**config.mk**
```make
export PLATFORM = sky130hd
export DESIGN_NAME = seg7_readback
export DESIGN_NICKNAME = d
export VERILOG_FILES = /design/src/rtl/seg7_pkg.sv /design/src/rtl/seg7_glyph_dec.sv /design/src/rtl/seg7_readback.sv
export SDC_FILE = /design/constraint.sdc
export NUM_CORES = 1
export LEC_CHECK = 0
export ABC_AREA = 1
export BUFFER_PORTS_ARGS = -buffer_cell sky130_fd_sc_hd__buf_4
export CAP_MARGIN = 20
export CORE_MARGIN = 3
export CORE_UTILIZATION = 63
export CTS_BUF_LIST = sky130_fd_sc_hd__clkbuf_4 sky130_fd_sc_hd__clkbuf_8
export DETAILED_ROUTE_END_ITERATION = 10
export PLACE_DENSITY = 0.92
export SYNTH_ARGS = -nofsm -noshare
export SYNTH_HDL_FRONTEND = slang
export SYNTH_SLANG_ARGS = --single-unit
```
**constraint.sdc**
```tcl
create_clock -name clk -period 7.5 [get_ports clk]
set_input_delay 0 -clock clk [delete_from_list [all_inputs] [get_ports clk]]
set_output_delay 0 -clock clk [all_outputs]
set_load 0.05 [all_outputs]
```
**src/rtl/seg7_pkg.sv**
```systemverilog
// Shared seven-segment definitions: glyph patterns (bit6..0 = segments a..g),
// display mode and readback FSM state types.
package seg7_pkg;

  localparam int SEG_NDIG    = 6;
  localparam int SEG_DEC_MAX = 63;

  localparam logic [6:0] SEG_0     = 7'b1111110;
  localparam logic [6:0] SEG_1     = 7'b0110000;
  localparam logic [6:0] SEG_2     = 7'b1101101;
  localparam logic [6:0] SEG_3     = 7'b1111001;
  localparam logic [6:0] SEG_4     = 7'b0110011;
  localparam logic [6:0] SEG_5     = 7'b1011011;
  localparam logic [6:0] SEG_6     = 7'b1011111;
  localparam logic [6:0] SEG_7     = 7'b1110000;
  localparam logic [6:0] SEG_8     = 7'b1111111;
  localparam logic [6:0] SEG_9     = 7'b1110011;
  localparam logic [6:0] SEG_BLANK = 7'b0000000;

  typedef enum logic {
    MODE_BIN = 1'b0,
    MODE_DEC = 1'b1
  } mode_e;

  typedef enum logic [1:0] {
    ST_IDLE = 2'd0,
    ST_SCAN = 2'd1,
    ST_DONE = 2'd2
  } state_e;

  // Forward glyph lookup for the display encoder side.
  function automatic logic [6:0] seg_glyph(input logic [3:0] d);
    case (d)
      4'd0:    seg_glyph = SEG_0;
      4'd1:    seg_glyph = SEG_1;
      4'd2:    seg_glyph = SEG_2;
      4'd3:    seg_glyph = SEG_3;
      4'd4:    seg_glyph = SEG_4;
      4'd5:    seg_glyph = SEG_5;
      4'd6:    seg_glyph = SEG_6;
      4'd7:    seg_glyph = SEG_7;
      4'd8:    seg_glyph = SEG_8;
      4'd9:    seg_glyph = SEG_9;
      default: seg_glyph = SEG_BLANK;
    endcase
  endfunction

endpackage

```
**src/rtl/seg7_glyph_dec.sv**
```systemverilog
// Combinational reverse glyph lookup: 7-bit segment pattern to digit value,
// with separate flags for a legal digit and a blank.
module seg7_glyph_dec
  import seg7_pkg::*;
(
  input  logic [6:0] pattern,
  output logic       is_digit,
  output logic       is_blank,
  output logic [3:0] digit
);

  always_comb begin
    is_digit = 1'b1;
    is_blank = 1'b0;
    digit    = 4'd0;
    case (pattern)
      SEG_0:     digit = 4'd0;
      SEG_1:     digit = 4'd1;
      SEG_2:     digit = 4'd2;
      SEG_3:     digit = 4'd3;
      SEG_4:     digit = 4'd4;
      SEG_5:     digit = 4'd5;
      SEG_6:     digit = 4'd6;
      SEG_7:     digit = 4'd7;
      SEG_8:     digit = 4'd8;
      SEG_9:     digit = 4'd9;
      SEG_BLANK: begin
        is_digit = 1'b0;
        is_blank = 1'b1;
      end
      default:   is_digit = 1'b0;
    endcase
  end

endmodule

```
**src/rtl/seg7_readback.sv**
```systemverilog
// Decodes six snapshotted seven-segment digits back into a 6-bit value,
// one digit per clock. Optional macro SEG7_DP_CHECK_EN flags any set dp bit.
//
// state   | meaning
// IDLE    | waiting for start; snapshot taken on the accepting edge
// SCAN    | evaluating snapshot digit idx, 5 down to 0
// DONE    | register value/err/err_idx and pulse done
module seg7_readback
  import seg7_pkg::*;
#(
  parameter int NDIG    = SEG_NDIG,
  parameter int DEC_MAX = SEG_DEC_MAX
) (
  input  logic       clk,
  input  logic       rst_n,
  input  logic       start,
  input  logic       mode,
  input  logic [7:0] seg0,
  input  logic [7:0] seg1,
  input  logic [7:0] seg2,
  input  logic [7:0] seg3,
  input  logic [7:0] seg4,
  input  logic [7:0] seg5,
  output logic       busy,
  output logic       done,
  output logic [5:0] value,
  output logic       err,
  output logic [2:0] err_idx
);

  localparam logic [6:0] DEC_MAX_W = 7'(DEC_MAX);
  localparam logic [2:0] IDX_TOP   = 3'(NDIG - 1);

  state_e      state_q, state_d;
  mode_e       mode_q;
  logic [7:0]  snap_q [NDIG];
  logic [2:0]  idx_q;
  logic [6:0]  acc_q, acc_d;
  logic        err_flag_q;
  logic [2:0]  first_idx_q;
  logic        done_q, err_q;
  logic [5:0]  value_q;
  logic [2:0]  err_idx_q;

  logic [7:0]  cur_digit;
  logic        g_is_digit, g_is_blank;
  logic [3:0]  g_digit;
  logic        dig_bad;
  logic        ovf, err_d;

  assign cur_digit = snap_q[idx_q];

  seg7_glyph_dec u_glyph_dec (
    .pattern  (cur_digit[6:0]),
    .is_digit (g_is_digit),
    .is_blank (g_is_blank),
    .digit    (g_digit)
  );

  always_comb begin
    dig_bad = 1'b0;
    acc_d   = acc_q;
    if (mode_q == MODE_BIN) begin
      if (g_is_blank) begin
        acc_d = {acc_q[5:0], 1'b0};
      end else if (g_is_digit && (g_digit <= 4'd1)) begin
        acc_d = {acc_q[5:0], g_digit[0]};
      end else begin
        dig_bad = 1'b1;
        acc_d   = {acc_q[5:0], 1'b0};
      end
    end else if (idx_q >= 3'd2) begin
      // Upper decimal digits carry no value; they must simply be dark.
      dig_bad = !g_is_blank;
    end else begin
      dig_bad = !g_is_digit;
      acc_d   = acc_q * 7'd10 + {3'b000, g_digit};
    end
`ifdef SEG7_DP_CHECK_EN
    if (cur_digit[7]) dig_bad = 1'b1;
`endif
  end

`ifndef SEG7_DP_CHECK_EN
  logic unused_dp;
  assign unused_dp = cur_digit[7];
`endif

  assign ovf   = (mode_q == MODE_DEC) && (acc_q > DEC_MAX_W);
  assign err_d = err_flag_q || ovf;

  always_comb begin
    state_d = state_q;
    case (state_q)
      ST_IDLE: if (start) state_d = ST_SCAN;
      ST_SCAN: if (idx_q == 3'd0) state_d = ST_DONE;
      ST_DONE: state_d = ST_IDLE;
      default: state_d = ST_IDLE;
    endcase
  end

  always_ff @(posedge clk) begin
    if (!rst_n) begin
      state_q     <= ST_IDLE;
      mode_q      <= MODE_BIN;
      idx_q       <= 3'd0;
      acc_q       <= 7'd0;
      err_flag_q  <= 1'b0;
      first_idx_q <= 3'd0;
      done_q      <= 1'b0;
      err_q       <= 1'b0;
      value_q     <= 6'd0;
      err_idx_q   <= 3'd0;
      for (int i = 0; i < NDIG; i++) snap_q[i] <= 8'd0;
    end else begin
      state_q <= state_d;
      done_q  <= 1'b0;
      case (state_q)
        ST_IDLE: begin
          if (start) begin
            snap_q[0]   <= seg0;
            snap_q[1]   <= seg1;
            snap_q[2]   <= seg2;
            snap_q[3]   <= seg3;
            snap_q[4]   <= seg4;
            snap_q[5]   <= seg5;
            mode_q      <= mode_e'(mode);
            idx_q       <= IDX_TOP;
            acc_q       <= 7'd0;
            err_flag_q  <= 1'b0;
            first_idx_q <= 3'd0;
          end
        end
        ST_SCAN: begin
          acc_q <= acc_d;
          idx_q <= idx_q - 3'd1;
          if (dig_bad && !err_flag_q) begin
            err_flag_q  <= 1'b1;
            first_idx_q <= idx_q;
          end
        end
        ST_DONE: begin
          done_q    <= 1'b1;
          err_q     <= err_d;
          value_q   <= err_d ? 6'd0 : acc_q[5:0];
          // Digit errors win; a pure decimal overflow points at the tens digit.
          err_idx_q <= err_flag_q ? first_idx_q : (ovf ? 3'd1 : 3'd0);
        end
        default: ;
      endcase
    end
  end

  assign busy    = (state_q == ST_SCAN);
  assign done    = done_q;
  assign value   = value_q;
  assign err     = err_q;
  assign err_idx = err_idx_q;

endmodule

```
After elaboration in Yosys (flattened, before gate mapping)
Memories as Yosys holds them, arrays and structs flattened. A register that Yosys moved wholly into a read port is not among the register bits.
Index checks and enable logic that the tools add are counted.
- bits in registers: 28
- RAM bits: 48
- input bits: 52
- output and inout port bits: 12
- word-level logic and storage cells: 97
- memories: 1
- memory list (memory ; depth ; bits a word ; read ports ; clocked after memory_dff ; wr ports ; RTL line ; source):
    snap_q ; 6 ; 8 ; 1 ; 1 ; 6 ; seg7_readback.sv:36 ; logic [7:0] snap_q [NDIG];
- add/sub/neg operators: 2
- $mul: 1
- order comparisons: 3
- equality and inequality tests: 16
- muxes and demuxes: 41
- bitwise logic cells: 6
- reductions and logical operators: 17
- operator list (kind ; count):
    $eq 7x7->1 const B ; 8
    $mux 8 ; 6
    $pmux 4 s9 ; 1
    $mux 7 ; 3
    $mux 3 ; 6
    $mux 1 ; 17
    $eq 7x6->1 const B ; 2
    $pmux 7 s2 ; 1
    $pmux 3 s2 ; 2
    $reduce_or 10->1 ; 1
    $add 7x4->7 ; 1
    $gt 7x6->1 const B ; 1
    $logic_not 7->1 ; 1
    $mul 7x3->6 const B ; 1
    $mux 6 ; 1
    $or 1x1->1 ; 6
    $reduce_and 2->1 ; 3
    $reduce_and 3->1 ; 2
    $le 4x1->1 const B ; 1
    $mux 2 ; 2
    $ne 2x1->1 const B ; 2
    $pmux 2 s2 ; 1
    $ge 3x2->1 const B ; 1
    $logic_and 1x1->1 ; 3
    11 further kinds ; 13

Longest topological paths before layout
- depth after elaboration: 10
- mapped depth: 21
- gate-level depth less buffers: 20

By module
Synthesis repeated with hierarchy kept, for this count alone.
- cells, all modules: 462
- area total of the unflattened synthesis: 3794.9 um^2
- modules (own cells, without submodules) (module ; times used ; cells each ; area each (um^2) ; sequential area each (um^2)):
    seg7_readback ; 1 ; 413 ; 3578.4 ; 1881.8
    seg7_glyph_dec ; 1 ; 49 ; 216.5 ; 0.0

Least setup slack after synthesis
Ideal clock, no wire load.
- path kind: register to register
- from: register (tool-made name)
- to: register acc_q[5]
- library setup time: 0.132 ns
- arrival: 2.260 ns
- data required time: 7.368 ns
- slack: 5.108 ns
- cell stages (with the launch flop): 19
- buffers on the path: 1
- period minus slack after synthesis: 2.392 ns
- cells stage by stage: dfxtp_1 > inv_2 > buf_6 > nand2_1 > nand3_1 > nand3_1 > nand2_1 > nand2_1 > nor2_1 > nand2_1 > nand3_1 > ha_1 > fa_1 > nand2_1 > inv_1 > o21ai_0 > nor2_1 > o221ai_1 > a21oi_1
- RTL lines (element ; RTL line ; source):
    end signal: assignment ; seg7_readback.sv:107 ; acc_q <= 7'd0;
    end signal: assignment ; seg7_readback.sv:129 ; acc_q <= 7'd0;
    end signal: assignment ; seg7_readback.sv:135 ; acc_q <= acc_d;
    end: declaration ; seg7_readback.sv:38 ; logic [6:0] acc_q, acc_d;

==> out/results.txt <==
Vias in the first global route: 3772
Cts bufs inserted: 9
Synth Cell Area: 3754 um^2
Syn_nets: 539
FF-to-FF End: acc_q[5]
Cell accounting for the most synthesized area: edfxtp_1
Reg2reg path depth: 21
Synth Area in Compound Gates: 9.000%
Die width: 83.19 um
Crit path to: acc_q[5]
Initial antenna violation count: 0
Worst Skew: 0.01081 ns
Xor-xnor portion of the synthesized cell area: 1.167%
Final max-slew violation count: 0
Setup bufs post-CTS: 0
Grt ovf: 0
Worst setup SP type: register
Die Area: 6921 um^2
H-tree levels: 3
Final worst-path cycle share: 44.21%
Core area: 5642 um^2
Final setup viols: 0
Most frequent cells in the layout: nand2_1, nor2_1, inv_1, buf_4, dlygate4sd3_1
Setup TNS: 0 ns
Clk pwr share: 30.4%
WHS Path Cells: 4
Area growth from synthesis to layout: 29.67%
Root Driver: clkbuf_8
Distinct cells, synth: 31
Routed Antenna Nets: 0
Req. time, crit path: 7.78 ns
GR Util All Layers: 32.31%
Post-DP HPWL: 5.905 mm
Crit path max fanout: 31
Synth top area cells: edfxtp_1, dfxtp_1, nand2_1
Critical Path Sink Type: register
Worst Tran Pin Value: 0.5147 ns
Rel. slew slack: 65.60%
Max VDD drop: 0.1957 mV
DR pass1 iterations: 6
Sw power: 0.0003625 W
Power per cell area: 225.6 nW/um^2
Register area share after synthesis: 50.13%
Synth Area in Adders: 4.400%
Unrepaired setup endpoints after global routing: no
Synth Area in Simple Gates: 26.03%
Reg clk slew, reported paths: 0.08 ns
Clock tree buffer depth: 2
Clock latency on the worst-skew pair: 0.36 ns
Post-Syn Area per Cell: 7.902 um^2
Design area: 4867 um^2
Num rows: 27
Crit path DAT: 3.60 ns
Seq cells post-synth: 73
Combinational group share of total power: 24.6%
Status: completed
1st-iter DRT viols: 430
LEAKAGE: 2.342 nW
Sink Count: 73
Vias post-DR: 3766
CTS tree: done
ANT cells: 0
WS Path Type: register to register
Placed cell area: 4217 um^2
Sw Share: 33.02%
Final hold violation count: 0
Routability Congestion: 0.9437
Via density: 5.785
First-pass GRT wire length: 17.66 mm
Share of the synthesized area in the top cell type: 33.60%
Dpl cells: 591
PostCTS Resize Cnt: 0
Final WL: 10.91 mm
Hold/Removal Path Class: input pin to register
FF-to-FF setup slack: 4.18 ns
Post-Synthesis Cells: 475
Largest net degree at the start of global routing: 37
Reg power frac: 45.0%
Internal power: 0.0007354 W
Routed WL per cell: 16.76 um
Yosys warns: 0
DRC: 0
Layout Cells excl Fill: 651
PortBufs: 57
Tmin final: 3.316 ns
Fmax: 301.6 MHz
Commonest non-fill, non-tap cell in the layout: nand2_1
Largest family of logic cells by synthesized area: simple AND/OR/NAND/NOR gates
NumNets Final: 638
Initial core utilization: 66.53%
Post-synthesis mux area share: 0%
Max-cap viol count: 0
Share of post-route cells with drive strength above 1: 15.20%
Chip height: 83.19 um
Io pins: 64
-- area by class of cell --
type                            count  area (um^2)
Clock inverter                      5        58.81
Clock buffer                       11        151.4
Sequential cell                    73         1882
Inverter                           72        270.3
Tap cell                           72        90.09
Multi-Input combinational cell    314         1524
Fill cell                         297        774.5
Timing Repair Buffer              104        890.9
-- cells in the mapped netlist (all sizes together) --
cell and instances:
nand4 1, inv 72, clkbuf 9, o32ai 1, buf 7, fa 2, o211a 1, o21ai 20
dfxtp 31, o22ai 1, nor2 78, o211ai 7, xor2 3, nor3 2, ha 10, a211oi 1
xnor2 2, o221ai 1, nand3 36, a21oi 27, nand2 120, o311ai 1, edfxtp 42
-- sequential cells by signal, indices dropped and copies added, names as in the netlist, named ones only --
register / cells
snap_q: 42
acc_q: 7
value: 6
err_idx: 3
first_idx_q: 3
idx_q: 3
state_q: 2
done: 1
err: 1
err_flag_q: 1
mode_q: 1
-- power groups by stage --
stage                     Sequential (W)  Clock, W  Combinational (W)
after detailed placement        0.000499         0           0.000232
after global placement          0.000496         0           0.000223
after global routing            0.000497  0.000352           0.000294
final                           0.000494  0.000334           0.000270
after floorplan                 0.000497         0           0.000169
after CTS                       0.000490  0.000327           0.000254
-- cell families after synthesis --
group,count (synthesis)
simple gates,237
buf+inv,88
flops,73
compound gates,60
fa+ha+maj,12
xor+xnor,5
-- worst max-delay path, cell delays in order, from the launching register on --
cell      delay (ns)
dfxtp_1         0.31
buf_4           0.22
inv_2           0.28
nand2_1         0.10
nand3_1         0.17
nand2_1         0.08
nand2_1         0.09
nand2_1         0.11
nand2_2         0.12
nor2_1          0.07
nand2_1         0.08
nand2_1         0.09
nor2_1          0.17
inv_1           0.11
fa_1            0.42
nand2_1         0.08
inv_1           0.06
o21ai_0         0.24
nand2_1         0.09
nand2_1         0.08
o221ai_1        0.11
a21oi_1         0.15
-- layer usage --
metal / vias to the layer above / track usage [%] / wire length, um
met5: - / 0 / 0
met4: 0 / 19.76 / 655
met3: 77 / 7.341 / 931
met2: 249 / 56.92 / 5470
met1: 1723 / 34.98 / 3852
li1: 1717 / - / -
-- how the worst min path moves through the flow --
| stage | startpoint | endpoint | slack (ns) |
|---|---|---|---|
| 6_report | start | first_idx_q[0] | 0.05 |
| 5_1_grt | start | first_idx_q[0] | 0.07 |
| 4_1_cts | start | first_idx_q[0] | 0.05 |
| 3_5_place_dp | mode | mode_q | 0.25 |
| 3_3_place_gp | mode | mode_q | 0.24 |
| 2_1_floorplan | mode | mode_q | 0.14 |
-- per-stage QoR --
stage	setup slack (ns)	utilization, %	power, W	hold WS, ns
3_3_place_gp	4.573	74.74	0.0007194	0.2394
4_1_cts	4.341	86.27	0.001071	0.05095
5_1_grt	3.938	86.27	0.001143	0.07371
3_5_place_dp	4.441	74.74	0.0007310	0.2462
2_1_floorplan	5.108	-	0.0006663	0.1387
6_report	4.184	86.27	0.001098	0.05089
-- repair_timing --
| item | 4_1_cts | 5_1_grt |
|---|---|---|
| endpoints found under the hold margin | 54 | 0 |
| endpoints found under the setup margin | 0 | 0 |
| hold buffers | 44 | 0 |
No activity file was read; power rests on OpenSTA's default activity.
